==> src/rtl/aes_key_schedule.sv <==
`default_nettype none
// ============================================================================
// Module   : aes_key_schedule (with aes_sbox)
// Purpose  : Iterative AES-128/192/256 key expander. It produces one key word
//            per cycle through four forward S-boxes and streams round keys
//            over a valid/ready handshake.
// Revision : 1.0 - initial release
// ============================================================================

module aes_sbox (
    input  logic [7:0] i_byte,
    output logic [7:0] o_byte
);
    function automatic logic [7:0] gf_mul(input logic [7:0] a, input logic [7:0] b);
        logic [7:0] p;
        logic [7:0] x;
        p = 8'h00;
        x = a;
        for (int k = 0; k < 8; k++) begin
            if (b[k]) p = p ^ x;
            x = {x[6:0], 1'b0} ^ (x[7] ? 8'h1b : 8'h00);
        end
        return p;
    endfunction

    // Multiplicative inverse as a^254; this maps 0 to 0, as AES requires.
    function automatic logic [7:0] gf_inv(input logic [7:0] a);
        logic [7:0] r;
        logic [7:0] sq;
        r  = 8'h01;
        sq = a;
        for (int k = 1; k < 8; k++) begin
            sq = gf_mul(sq, sq);
            r  = gf_mul(r, sq);
        end
        return r;
    endfunction

    logic [7:0] w_inv;

    assign w_inv  = gf_inv(i_byte);
    assign o_byte = w_inv ^ {w_inv[6:0], w_inv[7]} ^ {w_inv[5:0], w_inv[7:6]}
                  ^ {w_inv[4:0], w_inv[7:5]} ^ {w_inv[3:0], w_inv[7:4]} ^ 8'h63;
endmodule

module aes_key_schedule #(
    parameter int KEY_BITS = 128
) (
    input  logic                clk,
    input  logic                rst_n,
    input  logic                start,
    input  logic [KEY_BITS-1:0] key_in,
    output logic                ready_o,
    output logic                rk_valid,
    input  logic                rk_ready,
    output logic [127:0]        rk_data,
    output logic [3:0]          rk_index,
    output logic                rk_last
);
    localparam int         c_NK       = KEY_BITS / 32;
    localparam int         c_NR       = c_NK + 6;
    localparam logic [2:0] c_MOD_LAST = 3'(c_NK - 1);
    localparam logic [3:0] c_NR_IDX   = 4'(c_NR);
    localparam bit         c_IS_256   = (c_NK == 8);

    generate
        if (KEY_BITS != 128 && KEY_BITS != 192 && KEY_BITS != 256) begin : g_bad_key_bits
            $error("aes_key_schedule: KEY_BITS must be 128, 192 or 256");
        end
    endgenerate

    typedef enum logic [1:0] {
        S_IDLE = 2'd0,
        S_GEN  = 2'd1,
        S_HOLD = 2'd2
    } state_t;

    state_t      r_state;
    state_t      w_state_next;

    // r_win[0] is w[i-Nk] and r_win[Nk-1] is w[i-1]. While i<Nk the window
    // is the key rotated by i, so r_win[0] is key word i.
    logic [31:0] r_win [c_NK];
    logic [2:0]  r_mod;
    logic        r_pre;
    logic [1:0]  r_grp;
    logic [7:0]  r_rcon;
    logic [95:0] r_asm;
    logic [3:0]  r_round;

    logic [31:0] w_prev;
    logic [31:0] w_oldest;
    logic [31:0] w_sub_in;
    logic [31:0] w_sub_out;
    logic [31:0] w_new;
    logic        w_rot_step;
    logic        w_sub_step;

    assign w_prev     = r_win[c_NK-1];
    assign w_oldest   = r_win[0];
    assign w_rot_step = !r_pre && (r_mod == 3'd0);
    assign w_sub_step = !r_pre && c_IS_256 && (r_mod == 3'd4);
    assign w_sub_in   = w_rot_step ? {w_prev[23:0], w_prev[31:24]} : w_prev;

    generate
        for (genvar b = 0; b < 4; b++) begin : g_sbox
            aes_sbox u_sbox (
                .i_byte (w_sub_in[8*b +: 8]),
                .o_byte (w_sub_out[8*b +: 8])
            );
        end
    endgenerate

    always_comb begin
        w_new = w_oldest;
        if (w_rot_step) begin
            w_new = w_oldest ^ w_sub_out ^ {r_rcon, 24'h000000};
        end else if (w_sub_step) begin
            w_new = w_oldest ^ w_sub_out;
        end else if (!r_pre) begin
            w_new = w_oldest ^ w_prev;
        end
    end

    always_comb begin
        w_state_next = r_state;
        ready_o      = 1'b0;
        rk_valid     = 1'b0;
        case (r_state)
            S_IDLE: begin
                ready_o = 1'b1;
                if (start) w_state_next = S_GEN;
            end
            S_GEN: begin
                if (r_grp == 2'd3) w_state_next = S_HOLD;
            end
            S_HOLD: begin
                rk_valid = 1'b1;
                if (rk_ready) w_state_next = rk_last ? S_IDLE : S_GEN;
            end
            default: w_state_next = S_IDLE;
        endcase
    end

    always_ff @(posedge clk or negedge rst_n) begin
        if (!rst_n) begin
            r_state <= S_IDLE;
        end else begin
            r_state <= w_state_next;
        end
    end

    always_ff @(posedge clk or negedge rst_n) begin
        if (!rst_n) begin
            for (int k = 0; k < c_NK; k++) r_win[k] <= '0;
            r_mod    <= 3'd0;
            r_pre    <= 1'b1;
            r_grp    <= 2'd0;
            r_rcon   <= 8'h01;
            r_asm    <= '0;
            r_round  <= 4'd0;
            rk_data  <= '0;
            rk_index <= 4'd0;
            rk_last  <= 1'b0;
        end else begin
            case (r_state)
                S_IDLE: begin
                    if (start) begin
                        for (int k = 0; k < c_NK; k++) begin
                            r_win[k] <= key_in[KEY_BITS-1-32*k -: 32];
                        end
                        r_mod   <= 3'd0;
                        r_pre   <= 1'b1;
                        r_grp   <= 2'd0;
                        r_rcon  <= 8'h01;
                        r_round <= 4'd0;
                    end
                end
                S_GEN: begin
                    for (int k = 0; k < c_NK - 1; k++) r_win[k] <= r_win[k+1];
                    r_win[c_NK-1] <= w_new;
                    r_asm         <= {r_asm[63:0], w_new};
                    r_grp         <= r_grp + 2'd1;
                    if (r_mod == c_MOD_LAST) begin
                        r_mod <= 3'd0;
                        r_pre <= 1'b0;
                    end else begin
                        r_mod <= r_mod + 3'd1;
                    end
                    if (w_rot_step) begin
                        r_rcon <= {r_rcon[6:0], 1'b0} ^ (r_rcon[7] ? 8'h1b : 8'h00);
                    end
                    if (r_grp == 2'd3) begin
                        rk_data  <= {r_asm, w_new};
                        rk_index <= r_round;
                        rk_last  <= (r_round == c_NR_IDX);
                    end
                end
                S_HOLD: begin
                    if (rk_ready) r_round <= r_round + 4'd1;
                end
                default: ;
            endcase
        end
    end
endmodule
`default_nettype wire

==> config.mk <==
export PLATFORM = sky130hd
export DESIGN_NAME = aes_key_schedule
export DESIGN_NICKNAME = d
export VERILOG_FILES = /design/src/rtl/aes_key_schedule.sv
export SDC_FILE = /design/constraint.sdc
export NUM_CORES = 2
export LEC_CHECK = 0
export CORE_MARGIN = 3
export CORE_UTILIZATION = 50
export CTS_CLUSTER_DIAMETER = 80
export DETAILED_ROUTE_END_ITERATION = 10
export HOLD_SLACK_MARGIN = 0.06
export PLACE_DENSITY = 0.67
export SLEW_MARGIN = 20
export SYNTH_ARGS = -nofsm -noshare
export SYNTH_HDL_FRONTEND = slang
export SYNTH_SLANG_ARGS = --single-unit
==> constraint.sdc <==
create_clock -name clk -period 49.1 [get_ports clk]
set_input_delay 7.365 -clock clk [delete_from_list [all_inputs] [get_ports clk]]
set_output_delay 7.365 -clock clk [all_outputs]
set_load 0.02 [all_outputs]
# After elaboration in Yosys (flattened, before gate mapping)
# Index checks and enable logic that the tools add are counted.
# word_totals
reg_bits	377
in_bits	132
out_inout_bits	135
# classes
n_addsub	3
eq_ne	10
muxes	839
bitwise_logic	780
n_reduce_logical	12
# ops
operator	count
$xor A8 B8 Y8	744
$mux W8	422
$mux W5	369
$pmux W128 S2	1
$mux W128	1
$mux W32	3
$xor A32 B32 Y32	3
$mux W7	4
$not A1 Y1 const A	28
$mux W4	6
$mux W6	4
$mux W3	6
$mux W2	8
$not A4 Y4	4
$pmux W8 S2	1
$reduce_and A3 Y1	4
$ne A2 B2 Y1 const B	5
$mux W1	9
$pmux W4 S2	1
$xor A8 B5 Y8	1
$pmux W2 S3	1
$pmux W3 S2	1
$add A4 B1 Y4 const B	1
$eq A2 B2 Y1 const B	2
other kinds (13)	15

# Depth between registers and ports, before layout
# depth
word_depth	139
ltp_mapped	80
ltp_nobuf	64

# Modules after synthesis
# Synthesis repeated with hierarchy kept, for this count alone.
# unflattened
hier_cells	9415
hier_area_um2	77551.9
# by_module_without_submodules
module	instances	cells_each	area_each_um2
aes_sbox	4	1942	15220.8
aes_key_schedule	1	1647	16668.5

# Worst setup path after synthesis
# Ideal clock, no wire load.
# synth_path
path_kind	reg-to-reg
startpoint	register r_mod[0]
endpoint	register r_win (netlist bit w_prev[29])
arrival_time_ns	17.278
required_ns	48.968
slack_ns	31.689
path_stages_with_launch	76
synth_period_minus_slack_ns	17.411
path_cell_list	dfrtp_1 > inv_1 > ha_1 > or3b_1 > buf_2 > buf_6 > buf_6 > buf_6 > buf_6 > clkbuf_1 > a21o_1 > ha_1 > buf_2 > a221oi_1 > xor2_2 > inv_1 > ha_1 > clkbuf_1 > [40 not listed] > o21ai_0 > a31oi_1 > xnor2_1 > o21ai_2 > xor2_2 > nor2_1 > xor2_4 > xnor3_2 > nand2_1 > xor2_1 > xnor3_1 > xor2_1 > xnor3_2 > xor2_2 > xnor3_1 > a21oi_1 > xor2_1 > o21ai_1
# synth_between
elab_chain_len	136
word_cells_on_any_way	397
classes_between	206 x mux; 189 x bitwise; 2 x reduce/logical
# synth_lines
item	line_no	source
from (decl)	84	logic [2:0] r_mod;
from (signal assigned)	188	r_mod <= r_mod + 3'd1;
$logic_not A3 Y1 *	101	assign w_rot_step = !r_pre && (r_mod == 3'd0);
$logic_and A1 B1 Y1 *	101	
$mux W32	103	assign w_sub_in = w_rot_step ? {w_prev[23:0], w_prev[31:24]} : w_prev;
$mux W5 (tied with other cells)	21	x = {x[6:0], 1'b0} ^ (x[7] ? 8'h1b : 8'h00);
$xor A8 B8 Y8, on equally long branches	21, 20	
$xor A8 B8 Y8 or $mux W8 (tied branches)	20	if (b[k]) p = p ^ x;
$mux W8 or $xor A8 B8 Y8 (tied branches)	20	
$xor A8 B8 Y8 or $mux W8 (tied branches)	20	
[118 not listed]	n/a	
$mux W8	20	
$xor A8 B8 Y8 (2 in series)	42	assign o_byte = w_inv ^ {w_inv[6:0], w_inv[7]} ^ {w_inv[5:0], w_inv[7:6]}
$xor A8 B8 Y8 (2 in series)	43	^ {w_inv[4:0], w_inv[7:5]} ^ {w_inv[3:0], w_inv[7:4]} ^ 8'h63;
$not A4 Y4 (no line)	n/a	
$xor A32 B32 Y32	n/a	
$xor A32 B32 Y32	117	w_new = w_oldest ^ w_sub_out ^ {r_rcon, 24'h000000};
$mux W32 *	116	if (w_rot_step) begin
$pmux W128 S2 *	166	case (r_state)
to (signal, indexed assignment)	170	r_win[k] <= key_in[KEY_BITS-1-32*k -: 32];
to (signal, indexed assignment)	181	r_win[c_NK-1] <= w_new;
to (decl)	83	logic [31:0] r_win [c_NK];
# Every way passes the cells marked *; elsewhere a longest branch is shown, timed or not.
# A chain may end at the register's enable or synchronous reset.

# Worst setup path after layout
# layout_path
startpoint	register r_pre
endpoint	register r_asm[25]
# layout_between
elab_chain_len	135
word_cells_on_any_way	397
classes_between	206 x mux; 189 x bitwise; 2 x reduce/logical
# layout_lines
item	line_no	source
from (decl)	85	logic r_pre;
from (signal assigned)	157	r_pre <= 1'b1;
from (signal assigned)	173	r_pre <= 1'b1;
from (signal assigned)	186	r_pre <= 1'b0;
$logic_not A1 Y1	n/a	
$logic_and A1 B1 Y1	101	
$mux W32	103	
$mux W5 (tied with other cells)	21	
$xor A8 B8 Y8, on equally long branches	21, 20	
$xor A8 B8 Y8 or $mux W8 (tied branches)	20	
$mux W8 or $xor A8 B8 Y8 (tied branches)	20	
$xor A8 B8 Y8 or $mux W8 (tied branches)	20	
[117 not listed]	n/a	
$xor A8 B8 Y8	20	
$mux W8	20	
$xor A8 B8 Y8 (2 in series)	42	
$xor A8 B8 Y8 (2 in series)	43	
$not A4 Y4 (no line)	n/a	
$xor A32 B32 Y32	n/a	
$xor A32 B32 Y32	117	
$mux W32 *	116	
to (signal assigned)	182	r_asm <= {r_asm[63:0], w_new};
to (decl)	88	logic [95:0] r_asm;
# Marks and branches as above.

==> flow_metrics.py <==
metrics = {
    "worst_setup_path": {
        "setup.worst_path.end_class": "flop",
        "crit_fanout": 51,
        "r2r-start": "r_pre",
        "slowest_delay_ps": 980,
        "req_time_crit_path_ps": 49510,
        "worst_ep_arrival_time_ps": 20990,
        "worst_setup_path_start_kind": "flop",
        "source_of_the_critical_timing_path": "r_pre",
        "critical_path.slowest_cell": "sky130_fd_sc_hd__dfstp_2",
        "cp_top_family": "compound AO/OA/AOI/OAI gates",
        "timing_worst_setup_path_type": "reg -> reg",
        "crit_top_cell": "sky130_fd_sc_hd__xnor2_1",
        "number_of_buffers_and_inverters_on_the_critical_path": 7,
    },
    "clock_network": {
        "postCtsSetupRepairBufs": 0,
        "cts_sinks": 377,
        "cts.clk_slew.worst_paths_ps": 60,
        "cts_tree": "yes",
        "cts_hold_buffers": 0,
        "clk_path_buf_depth": 3,
        "insertion_delay_ps": 580,
        "root_buffer": "sky130_fd_sc_hd__clkbuf_16",
        "number_of_cells_upsized_or_downsized_after_cts": 0,
        "tritoncts.num_buffers": 41,
        "cts.htree.levels": 2,
    },
    "route": {
        "antenna_left": 0,
        "drt_wl_total_um": 222000,
        "via_per_inst": 5.97,
        "avgRoutedWirePerCell_um": 20.0,
        "detailedRoute.firstPassIterationCount": 7,
        "drcViolationCount": 0,
        "routed_length_on_met2_um": 105000,
        "routed-via-count": 66300,
        "route.top_layer_used": "met5",
        "wl_met3_um": 15200,
        "drt_first_iter_violations": 6939,
        "met1Wirelength_um": 96200,
    },
    "global_routing": {
        "grt_start_max_net_pins": 180,
        "grt_antenna_before_repair": 8,
        "gr-usage-all-layers": 0.288,
        "wire_length_of_the_first_global_routing_pass_um": 351000,
        "global_route.overflow_total": 0,
        "first_global_vias": 61700,
    },
    "yosys": {
        "synth_most_common_cell": "sky130_fd_sc_hd__xnor2_1",
        "synth_top_flop_cell": "sky130_fd_sc_hd__dfrtp_1",
        "synth_seq_cells": 377,
        "most_used_standard_cells_in_the_synthesized_netlist": "1680 x sky130_fd_sc_hd__xnor2_1, 1319 x sky130_fd_sc_hd__nand2_1, 1212 x sky130_fd_sc_hd__nor2_1",
        "yosysTopAreaCellShare": 0.207,
        "synthArstFlopShare": 1.00,
        "synth-warning-count": 0,
        "synth_fp_nets": 9409,
        "syn_avg_cell_area_um2": 7.70,
        "synth_cell_type_count": 120,
        "synthesized_instance_count": 9253,
        "synth_largest_area_cell": "sky130_fd_sc_hd__xnor2_1",
        "seq_area_frac_synth": 0.132,
        "synth_enable_flop_cells": 0,
        "netlist_top_cells_area": "sky130_fd_sc_hd__xnor2_1 21%, sky130_fd_sc_hd__dfrtp_1 13%, sky130_fd_sc_hd__xnor3_1 8.4%",
        "synth_area_mm2": 0.0713,
    },
    "timing": {
        "fmaxAchievable_mhz": 48.6,
        "final_max_slew_viol_count": 0,
        "final_min_period_over_clock_period": 0.419,
        "finalWorstSetupSlack_ps": 28520,
        "setup_violations": 0,
        "fin_setup_tns_ps": 0,
        "clock_skew_ps": 23.4,
        "slew_headroom": 0.228,
        "final_hold_viol_count": 0,
        "tightest_slew_ps": 1150,
        "post-route-min-period_ps": 20580,
        "final.hold.worst_slack_ps": 473,
        "unrepaired_setup_endpoints_after_global_routing": "false",
    },
    "die": {
        "die_width_um": 384,
        "io_pins": 267,
        "core-area_mm2": 0.141,
        "initial_core_util": 0.507,
        "floorplan.die.height_um": 384,
        "die_outline_area_mm2": 0.147,
        "std_cell_rows": 137,
    },
    "cells_and_area": {
        "area_growth_pct": 8.82,
        "layout.filler_cells": 13100,
        "final_core_utilization": 0.552,
        "layout.nets": 9346,
        "drive_above_1_share": 0.0888,
    },
    "run": {
        "timing.max_cap.violations": 0,
    },
    "place": {
        "gp_congestion": 0.930,
        "placement.io_buffers": 266,
        "dp.final_hpwl_um": 160000,
        "dp_slack_ps": 28730,
    },
    "min_path": {
        "worst_hold_startpoint": "r_asm[90]",
        "worstHoldPathType": "reg -> reg",
    },
    "outcome": {
        "status": "complete, no violations",
    },
}
==> worst paths after layout <==
kind / end / slack [ps] / depth (start not counted)
worst max-delay path: r_asm[25] / 28520 / 60
worst min-delay path: r_asm[90] / 470 / 2
worst max register to register: r_asm[25] / 28520 / 60
worst min register to register: r_asm[90] / 470 / 2
max in group asynchronous: r_asm[57] / 40120 / 3
min in group asynchronous: r_asm[37] / 6800 / 1
==> cells by family after synthesis <==
logic type | count (synthesis) | synth area share
compound gates | 1866 | 0.167
xor+xnor | 2582 | 0.399
fa+ha+maj | 28 | 0.00478
buf+inv | 730 | 0.0430
flops | 377 | 0.132
mux | 384 | 0.0582
simple gates | 3286 | 0.195
==> stage by stage <==
| step | area [um2] | cells |
|---|---|---|
| after floorplan | 71300 | 9253 |
| after global placement | 76000 | 11000 |
| after detailed placement | 76000 | 11000 |
| after CTS | 77500 | 11100 |
| after global routing | 77500 | 11100 |
| final | 77500 | 11100 |
==> worst min-delay path, cell delays in order (launching register included) <==
cell	delay (ps)
sky130_fd_sc_hd__dfrtp_1	330
sky130_fd_sc_hd__nand2_1	50
sky130_fd_sc_hd__nand2_1	60
==> cell usage in the layout (no fill, tap or decap), drive strengths merged, types with 23 or more instances in the layout <==
cell type,Yosys,final
inv,78,80
o32ai,23,23
nand3,183,183
xor3,41,41
o211ai,66,66
a32oi,26,26
a211oi,79,79
or2,25,25
o31ai,34,34
a21oi,476,476
xnor2,1787,1787
nor2b,63,63
a31oi,170,170
clkdlybuf4s50,0,265
nand2,1322,1322
nand2b,67,67
o221ai,37,37
nor3,178,178
and2,48,48
mux2i,229,229
mux2,152,152
xnor3,279,279
clkbuf,449,58
dfrtp,375,375
a21o,33,33
a22oi,76,76
a311oi,28,28
a221oi,28,28
xor2,475,475
ha,24,24
buf,192,270
or3,39,39
and3,28,28
o22ai,113,113
nor2,1215,1215
o21ai,462,462
==> metal layers <==
layer	up-vias	GRT usage
met4	4	0.0751
met1	31800	0.403
met3	342	0.0243
met5	-	0
li1	31500	-
met2	2623	0.478
==> sequential cells by signal, indices dropped and copies added (netlist names) <==
signal    flops
w_oldest     32
r_asm        96
rk_data     128
r_mod         3
rk_last       1
r_rcon        8
rk_index      4
r_pre         1
r_grp         2
r_round       4
w_prev       32
r_win        64
r_state       2
==> final cells by class <==
class                      count  area, um2  share of cell area
multi-input combinational   8146      59300               0.764
sequential                   377       9440               0.122
timing repair buffer         535       4710              0.0608
tap                         1876       2350              0.0303
clock buffer                  58       1190              0.0153
inverter                      89        337             0.00434
clock inverter                15        241             0.00311
antenna                       10       25.0            0.000323
Power is left out: the tool's default activity adds up to more than one toggle a clock period on the data nets, which glitch-free logic cannot reach.
